[src/rtl/mips_ctrl_pkg.sv]
// Shared encodings for the multi-cycle MIPS control path.
package mips_ctrl_pkg;

  typedef enum logic [2:0] {
    ST_IDLE,
    ST_FETCH,
    ST_DECODE,
    ST_EXEC,
    ST_MEM,
    ST_WB,
    ST_HALTED,
    ST_TRAP
  } state_t;

  // Instruction kind remembered from DECODE so later states need not re-decode ir.
  typedef enum logic [1:0] {
    K_ADD,
    K_MUL,
    K_LW,
    K_SW
  } kind_t;

  localparam logic [5:0]  OP_RTYPE          = 6'b000000;
  localparam logic [5:0]  OP_LW             = 6'b100011;
  localparam logic [5:0]  OP_SW             = 6'b101011;
  localparam logic [5:0]  FUNCT_ADD         = 6'b100000;
  localparam logic [5:0]  FUNCT_MUL         = 6'b110000;
  localparam logic [31:0] DEFAULT_HALT_WORD = 32'hFFFF_FFFF;

  localparam logic [1:0]  ALU_ADD  = 2'b00;
  localparam logic [1:0]  ALU_MUL  = 2'b01;
  localparam logic [1:0]  ALU_NONE = 2'b10;

endpackage

[src/rtl/mips_instr_class.sv]
// Combinational one-hot classification of an instruction word.
module mips_instr_class
  import mips_ctrl_pkg::*;
#(
  parameter logic [31:0] HALT_WORD = DEFAULT_HALT_WORD
) (
  input  logic [31:0] instr,
  output logic        is_add,
  output logic        is_mul,
  output logic        is_lw,
  output logic        is_sw,
  output logic        is_halt,
  output logic        is_illegal
);

  logic [5:0] op;
  logic [5:0] funct;

  assign op    = instr[31:26];
  assign funct = instr[5:0];

  // Halt is checked first so the sentinel never aliases a real opcode.
  always_comb begin
    is_add     = 1'b0;
    is_mul     = 1'b0;
    is_lw      = 1'b0;
    is_sw      = 1'b0;
    is_halt    = 1'b0;
    is_illegal = 1'b0;
    if (instr == HALT_WORD)                             is_halt    = 1'b1;
    else if (op == OP_RTYPE && funct == FUNCT_ADD)      is_add     = 1'b1;
    else if (op == OP_RTYPE && funct == FUNCT_MUL)      is_mul     = 1'b1;
    else if (op == OP_LW)                               is_lw      = 1'b1;
    else if (op == OP_SW)                               is_sw      = 1'b1;
    else                                                is_illegal = 1'b1;
  end

endmodule

[src/rtl/mips_multicycle_sequencer.sv]
// Multi-cycle FETCH/DECODE/EXEC/MEM/WB control FSM with pc, ir, mul and retire counters.
module mips_multicycle_sequencer
  import mips_ctrl_pkg::*;
#(
  parameter int unsigned IMEM_DEPTH = 151,
  parameter int unsigned MUL_CYCLES = 4,
  parameter logic [31:0] HALT_WORD  = DEFAULT_HALT_WORD
) (
  input  logic        clk,
  input  logic        rst_n,
  input  logic        start,
  input  logic [31:0] instr,
  input  logic        dmem_ready,
  output logic [31:0] pc,
  output logic [31:0] ir,
  output logic [1:0]  alu_sel,
  output logic        mul_busy,
  output logic        mem_read,
  output logic        mem_write,
  output logic        reg_write,
  output logic        busy,
  output logic        halted,
  output logic        trap,
  output logic [31:0] instr_count
);

  localparam logic [31:0] IMEM_LIMIT = 32'(IMEM_DEPTH);
  localparam logic [3:0]  MUL_LOAD   = 4'(MUL_CYCLES - 1);

  state_t     state;
  state_t     state_next;
  kind_t      kind;
  logic [3:0] mul_cnt;
  logic       retire;

  logic c_add, c_mul, c_lw, c_sw, c_halt, c_illegal;

  mips_instr_class #(
    .HALT_WORD (HALT_WORD)
  ) u_class (
    .instr      (instr),
    .is_add     (c_add),
    .is_mul     (c_mul),
    .is_lw      (c_lw),
    .is_sw      (c_sw),
    .is_halt    (c_halt),
    .is_illegal (c_illegal)
  );

  // State register.
  always_ff @(posedge clk or negedge rst_n) begin
    if (!rst_n) state <= ST_IDLE;
    else        state <= state_next;
  end

  // Next-state and per-state strobes; strobes come straight from state so reset clears them at once.
  always_comb begin
    state_next = state;
    // IDLE presents all-zero outputs; other non-EXEC states show "no ALU op".
    alu_sel    = (state == ST_IDLE) ? ALU_ADD : ALU_NONE;
    mul_busy   = 1'b0;
    mem_read   = 1'b0;
    mem_write  = 1'b0;
    reg_write  = 1'b0;
    case (state)
      ST_IDLE, ST_HALTED: if (start) state_next = ST_FETCH;
      ST_FETCH:  state_next = (pc >= IMEM_LIMIT) ? ST_TRAP : ST_DECODE;
      ST_DECODE: begin
        if (c_halt)         state_next = ST_HALTED;
        else if (c_illegal) state_next = ST_TRAP;
        else                state_next = ST_EXEC;
      end
      ST_EXEC: begin
        if (kind == K_MUL) begin
          alu_sel  = ALU_MUL;
          mul_busy = 1'b1;
          if (mul_cnt == '0) state_next = ST_WB;
        end else begin
          alu_sel    = ALU_ADD;
          state_next = (kind == K_ADD) ? ST_WB : ST_MEM;
        end
      end
      ST_MEM: begin
        mem_read  = (kind == K_LW);
        mem_write = (kind == K_SW);
        if (dmem_ready) state_next = (kind == K_LW) ? ST_WB : ST_FETCH;
      end
      ST_WB: begin
        reg_write  = 1'b1;
        state_next = ST_FETCH;
      end
      ST_TRAP:   state_next = ST_TRAP;
      default:   state_next = ST_IDLE;
    endcase
  end

  assign retire = (state == ST_WB) || (state == ST_MEM && kind == K_SW && dmem_ready);
  assign busy   = !(state == ST_IDLE || state == ST_HALTED || state == ST_TRAP);
  assign halted = (state == ST_HALTED);
  assign trap   = (state == ST_TRAP);

  // pc, ir, instruction kind, mul down-counter and saturating retire counter.
  always_ff @(posedge clk or negedge rst_n) begin
    if (!rst_n) begin
      pc          <= '0;
      ir          <= '0;
      kind        <= K_ADD;
      mul_cnt     <= '0;
      instr_count <= '0;
    end else begin
      if ((state == ST_IDLE || state == ST_HALTED) && start) pc <= '0;
      if (state == ST_DECODE) begin
        ir      <= instr;
        mul_cnt <= MUL_LOAD;
        if (c_add)      kind <= K_ADD;
        else if (c_mul) kind <= K_MUL;
        else if (c_lw)  kind <= K_LW;
        else            kind <= K_SW;
      end
      if (state == ST_EXEC && kind == K_MUL && mul_cnt != '0) mul_cnt <= mul_cnt - 4'd1;
      if (retire) begin
        pc <= pc + 32'd1;
        if (instr_count != '1) instr_count <= instr_count + 32'd1;
      end
    end
  end

endmodule

[config.mk]
export PLATFORM = sky130hd
export DESIGN_NAME = mips_multicycle_sequencer
export DESIGN_NICKNAME = d
export VERILOG_FILES = /design/src/rtl/mips_ctrl_pkg.sv /design/src/rtl/mips_instr_class.sv /design/src/rtl/mips_multicycle_sequencer.sv
export SDC_FILE = /design/constraint.sdc
export NUM_CORES = 1
export LEC_CHECK = 0
export BUFFER_PORTS_ARGS = -buffer_cell sky130_fd_sc_hd__buf_2
export CAP_MARGIN = 20
export CORE_MARGIN = 1.5
export CORE_UTILIZATION = 45
export DETAILED_ROUTE_END_ITERATION = 16
export GPL_TIMING_DRIVEN = 0
export PLACE_DENSITY_LB_ADDON = 0.25
export SYNTH_ARGS = -nofsm -noshare
export SYNTH_HDL_FRONTEND = slang
export SYNTH_HIERARCHICAL = 1
export SYNTH_SLANG_ARGS = --single-unit
[constraint.sdc]
create_clock -name clk -period 1.7 [get_ports clk]
set_input_delay 0.51 -clock clk [delete_from_list [all_inputs] [get_ports clk]]
set_output_delay 0.51 -clock clk [all_outputs]
set_load 0.01 [all_outputs]
# After elaboration in Yosys (flattened, before gate mapping)

Cells that the tools add are included.

Add/subtract/negate cells: 3
Multiply operators: 0
Div/mod/pow operators: 0
$lt $le $gt $ge: 1
Eq/ne operators: 19
Shift-type cells: 0
Muxes and demuxes: 40
Bitwise logic cells: 0
Reductions and logical operators: 21

Operators with widths:

| cell                                                  | count |
|---|---|
| adder 32 x 1 -> 32 bit (second input constant)        | 2 |
| 2-to-1 mux 32 bit                                     | 2 |
| equality test 32 bit (second input constant)          | 1 |
| >= comparator 32 x 8 -> 1 bit (second input constant) | 1 |
| inequality test 32 bit (second input constant)        | 1 |
| equality test 6 bit (second input constant)           | 4 |
| 2-to-1 mux 3 bit                                      | 8 |
| 2-to-1 mux 1 bit                                      | 23 |
| case mux 3 bit (7 select lines)                       | 1 |
| equality test 3 bit (second input constant)           | 4 |
| 2-to-1 mux 2 bit                                      | 4 |
| 2-to-1 mux 4 bit                                      | 2 |
| logical AND 1 bit                                     | 7 |
| equality test 3 x 2 -> 1 bit (second input constant)  | 2 |
| zero test 6 bit                                       | 1 |
| equality test 2 bit (second input constant)           | 2 |
| zero test 4 bit                                       | 1 |
| inequality test 2 bit (second input constant)         | 2 |
| nonzero test 2 bit                                    | 2 |
| nonzero test 4 bit                                    | 1 |
| subtractor 4 x 1 -> 4 bit (second input constant)     | 1 |
| equality test 3 x 1 -> 1 bit (second input constant)  | 1 |
| zero test 3 bit                                       | 1 |
| logical OR 1 bit                                      | 3 |
| 7 further kinds                                       | 7 |

Bits in registers: 105
Latch bits: 0
Memory bits (writable): 0
ROM bits: 0
Word-level logic and storage cells: 90
Memories kept: 0

# Depth between registers and ports, before layout

Depth in word-level cells: 9
Gate-level depth with buffers: 7

# Hierarchy

The synthesis kept the hierarchy.

By module, submodules not included:

| module                    | instances | cells each | area an instance (um2) | sequential area each (um2) |
|---|---|---|---|---|
| mips_multicycle_sequencer | 1         | 523        | 5041.1                 | 2627.5 |
| mips_instr_class          | 1         | 25         | 138.9                  | 0.0 |

# Worst setup path after synthesis

OpenSTA, ideal clock, no wires.

Path type: input to register
Start point: in instr[2]
End point: reg state[2]
Data arrival time: 1876 ps
Required time: 1554 ps
Path slack: -322 ps
Cell stages on the path: 7
Path through: nand4_1 > or4_1 > nor4_2 > nor2_1 > o32ai_1 > a21o_1 > o311ai_0

RTL lines:

| element                         | line                            | source |
|---|---|---|
| from (decl)                     | mips_multicycle_sequencer.sv:12 | `input logic [31:0] instr,` |
| equality test 32 bit            | mips_instr_class.sv:30          | `if (instr == HALT_WORD) is_halt = 1'b1;` |
| 2-to-1 mux 1 bit                | mips_instr_class.sv:30          |  |
| named net c_halt                | mips_multicycle_sequencer.sv:36 | `logic c_add, c_mul, c_lw, c_sw, c_halt, c_illegal;` |
| 2-to-1 mux 3 bit                | mips_multicycle_sequencer.sv:69 | `if (c_halt) state_next = ST_HALTED;` |
| case mux 3 bit (7 select lines) | mips_multicycle_sequencer.sv:65 | `case (state)` |
| to (signal assigned)            | mips_multicycle_sequencer.sv:53 | `else state <= state_next;` |
| to (decl)                       | mips_multicycle_sequencer.sv:30 | `state_t state;` |

The timed path passes the listed nets, and every way through them passes these cells.
A chain may end at the register's enable or synchronous reset.

# Final worst setup path

Start point: reg instr_count[1]
End point: reg instr_count[31]

Word-level cells in the longest chain between the ends: 2

Ends and longest elaborated chain:

| element                                                        | line                             | source |
|---|---|---|
| from (decl)                                                    | mips_multicycle_sequencer.sv:24  | `output logic [31:0] instr_count` |
| from (signal assigned)                                         | mips_multicycle_sequencer.sv:123 | `if (instr_count != '1) instr_count <= instr_count + 32'd1;` |
| branches (longest 2 deep; another with adder 32 x 1 -> 32 bit) | -                                |  |

Parallel ways; which one is timed is not known.

==> results_dict.tcl <==
set metrics [dict create \
    hold_buffers 0 \
    wl_per_cell_um 17.48 \
    clk_pin_slew_worst_paths_ps 70 \
    setup_viol 67 \
    cts-htree-levels 3 \
    cap_violations 0 \
    period_share 1.184 \
    overflow 0 \
    worstPathCellList "ha_4 -> nand2_4 -> or2_4 -> o41a_1 -> buf_6 -> and4_1 -> xor2_1" \
    antenna_found_initial 1 \
    cp_slowest_cell "o41a_1" \
    r2r-end "instr_count[31]$_DFFE_PN0P_" \
    critPathMaxStageDelay_ps 530 \
    arrival_ps 2250 \
    path_delay_family "compound AO/OA/AOI/OAI gates" \
    final_cells 932 \
    cts_made_buffers 9 \
    synth_nets 585 \
    fin_crit_ps 2013 \
    portBuffers 140 \
    crit_path_start_kind "register" \
    wl_mm 16.29 \
    root_buffer "clkbuf_16" \
    core_sq_um 11030 \
    place_area_sq_um 6158 \
    drt_iter0_markers 321 \
    yosys_warnings 6 \
    skew_ps 7.155 \
    path_class "register to register" \
    seqCellArea_sq_um 2643 \
    status "complete, but fails checks" \
    grt_use_total 0.2572 \
    final_nets 825 \
    vias_per_cell 5.620 \
    die-width_um 110.2 \
    r2r-start "instr_count[1]$_DFFE_PN0P_" \
    reg2reg_setup_slack_ps -310 \
    synth.cell_area_sq_um 5172 \
    grt_pass1_wl_mm 24.16 \
    slew_violations 0 \
    cts_tree "yes" \
    ios 141 \
    hold_viol 0 \
    start_util 0.4689 \
    fin_area_sq_um 7884 \
    fp-row-count 38 \
    drc 0 \
    fill_cells 790 \
    crit_path_end_kind "register" \
    tightestPinTransition_ps 657.8 \
    antenna_left 0 \
    ir_drop_v 0.0008902 \
    power.density_nw_per_um2 1270 \
    cts_max_path_buffers 2 \
    fmax_mhz 496.8 \
    place_congestion 0.8189 \
    total_power_w 0.01001 \
    area_growth_pct 52.42 \
    slew_headroom 0.5605 \
    crit_fanout 4 \
    ff2ff_path_depth 7 \
    syn-instance-count 546 \
    dr_total_vias 5238 \
    firstDrtPassIters 5 \
    min_path_type "input pin to async pin" \
    rsz0062_at_grt "true" \
    dp_hpwl_mm 9.774 \
    cts_sinks 105 \
    avgSynthCellArea_sq_um 9.473 \
    dieHeight_um 110.2 \
    multi_input_area_sq_um 3010 \
    setup_slack_ps -312.7 \
    p_leak_nw 4.008 \
    crit_path_start "instr_count[1]$_DFFE_PN0P_" \
    worst-path-buf-inv 1 \
    dp_cells 827 \
    violations "setup timing" \
    grt_pass1_vias 4968 \
    final_layout_size_suffix_gt1_frac 0.4665 \
    grt_max_degree 57 \
    required_ps 1940 \
    insertion_delay_ps 350 \
    die_area_sq_um 12150 \
]
## metrics by stage
| step | TNS, ps | setup slack, ps | hold WS (ps) | utilization |
|---|---|---|---|---|
| after floorplan | -2556 | -322.0 | 214.4 | - |
| after detailed placement | -28600 | -698.2 | 457.3 | 0.5583 |
| after global placement | -137620 | -1232 | 454.0 | 0.5556 |
| final | -10110 | -312.7 | 178.0 | 0.7147 |
| after CTS | -8606 | -288.6 | 207.4 | 0.6691 |
| after global routing | -14480 | -339.8 | 233.9 | 0.7147 |
## cells in the final DEF, fill, tap and decap left out, types with 6 or more instances in the layout
master	instances
mux2i_1	12
buf_6	36
clkbuf_16	9
xnor2_1	20
xnor2_2	7
and3_1	12
and3_4	6
nand3_1	21
nand2_1	128
nand3_2	12
o21ai_0	6
nand3_4	7
o21ai_1	6
nor4_4	6
dfrtp_1	93
o211ai_1	7
dfrtp_2	12
nor4_1	7
buf_2	123
nor2_1	18
buf_4	78
o31ai_1	7
nand4_1	33
xor2_1	11
## cell type report
cell class              count  share of cell area
diodes                      1           0.0003174
plain buffers              16             0.01635
clock buffers              14             0.03603
clock inverters             2            0.001270
inverters                   8            0.004285
multi-input cells         413              0.3818
flip-flops and latches    105              0.3352
well taps                 140             0.02222
repair buffers            233              0.2025
## report_power, final
part           total, W  internal [W]  switching (W)
sequential      0.00351       0.00308       0.000434
clock           0.00207       0.00115       0.000915
combinational   0.00443       0.00207        0.00236
total            0.0100       0.00630        0.00371
## layer usage
metal	vias to the layer above	routed length (um)	GRT usage
met4	0	333	0.1181
met3	30	926	0.04762
li1	2422	-	-
met5	-	0	0
met2	188	8448	0.4321
met1	2598	6580	0.3220
## registers in the layout, indices dropped and copies added (netlist names)
name and cells:
instr_count 32, ir 32, kind 2, mul_cnt 4
pc 32, state 3
## timing repair
item | in CTS | in global routing
setup buffers | 62 | 35
endpoints found under the setup margin | 105 | 109
gates resized for setup | 119 | 77
cloned | 2 | 0
pin swaps | 59 | 42
## worst register-to-register path, stage by stage (launching register included)
cell     delay [ps]
dfrtp_2         390
ha_4            150
nand2_4          60
or2_4           250
o41a_1          530
buf_6           180
and4_1          190
xor2_1          140
## worst max-delay path by stage
stage | endpoint | slack, ps | depth (start not counted)
after CTS | mem_read | -290 | 4
after detailed placement | state[2]$_DFFE_PN0P_ | -700 | 8
after floorplan | state[2]$_DFFE_PN0P_ | -320 | 7
after global routing | instr_count[31]$_DFFE_PN0P_ | -340 | 6
final | instr_count[31]$_DFFE_PN0P_ | -310 | 7
after global placement | instr_count[3]$_DFFE_PN0P_ | -1230 | 1
(Power assumes the default switching activity.)
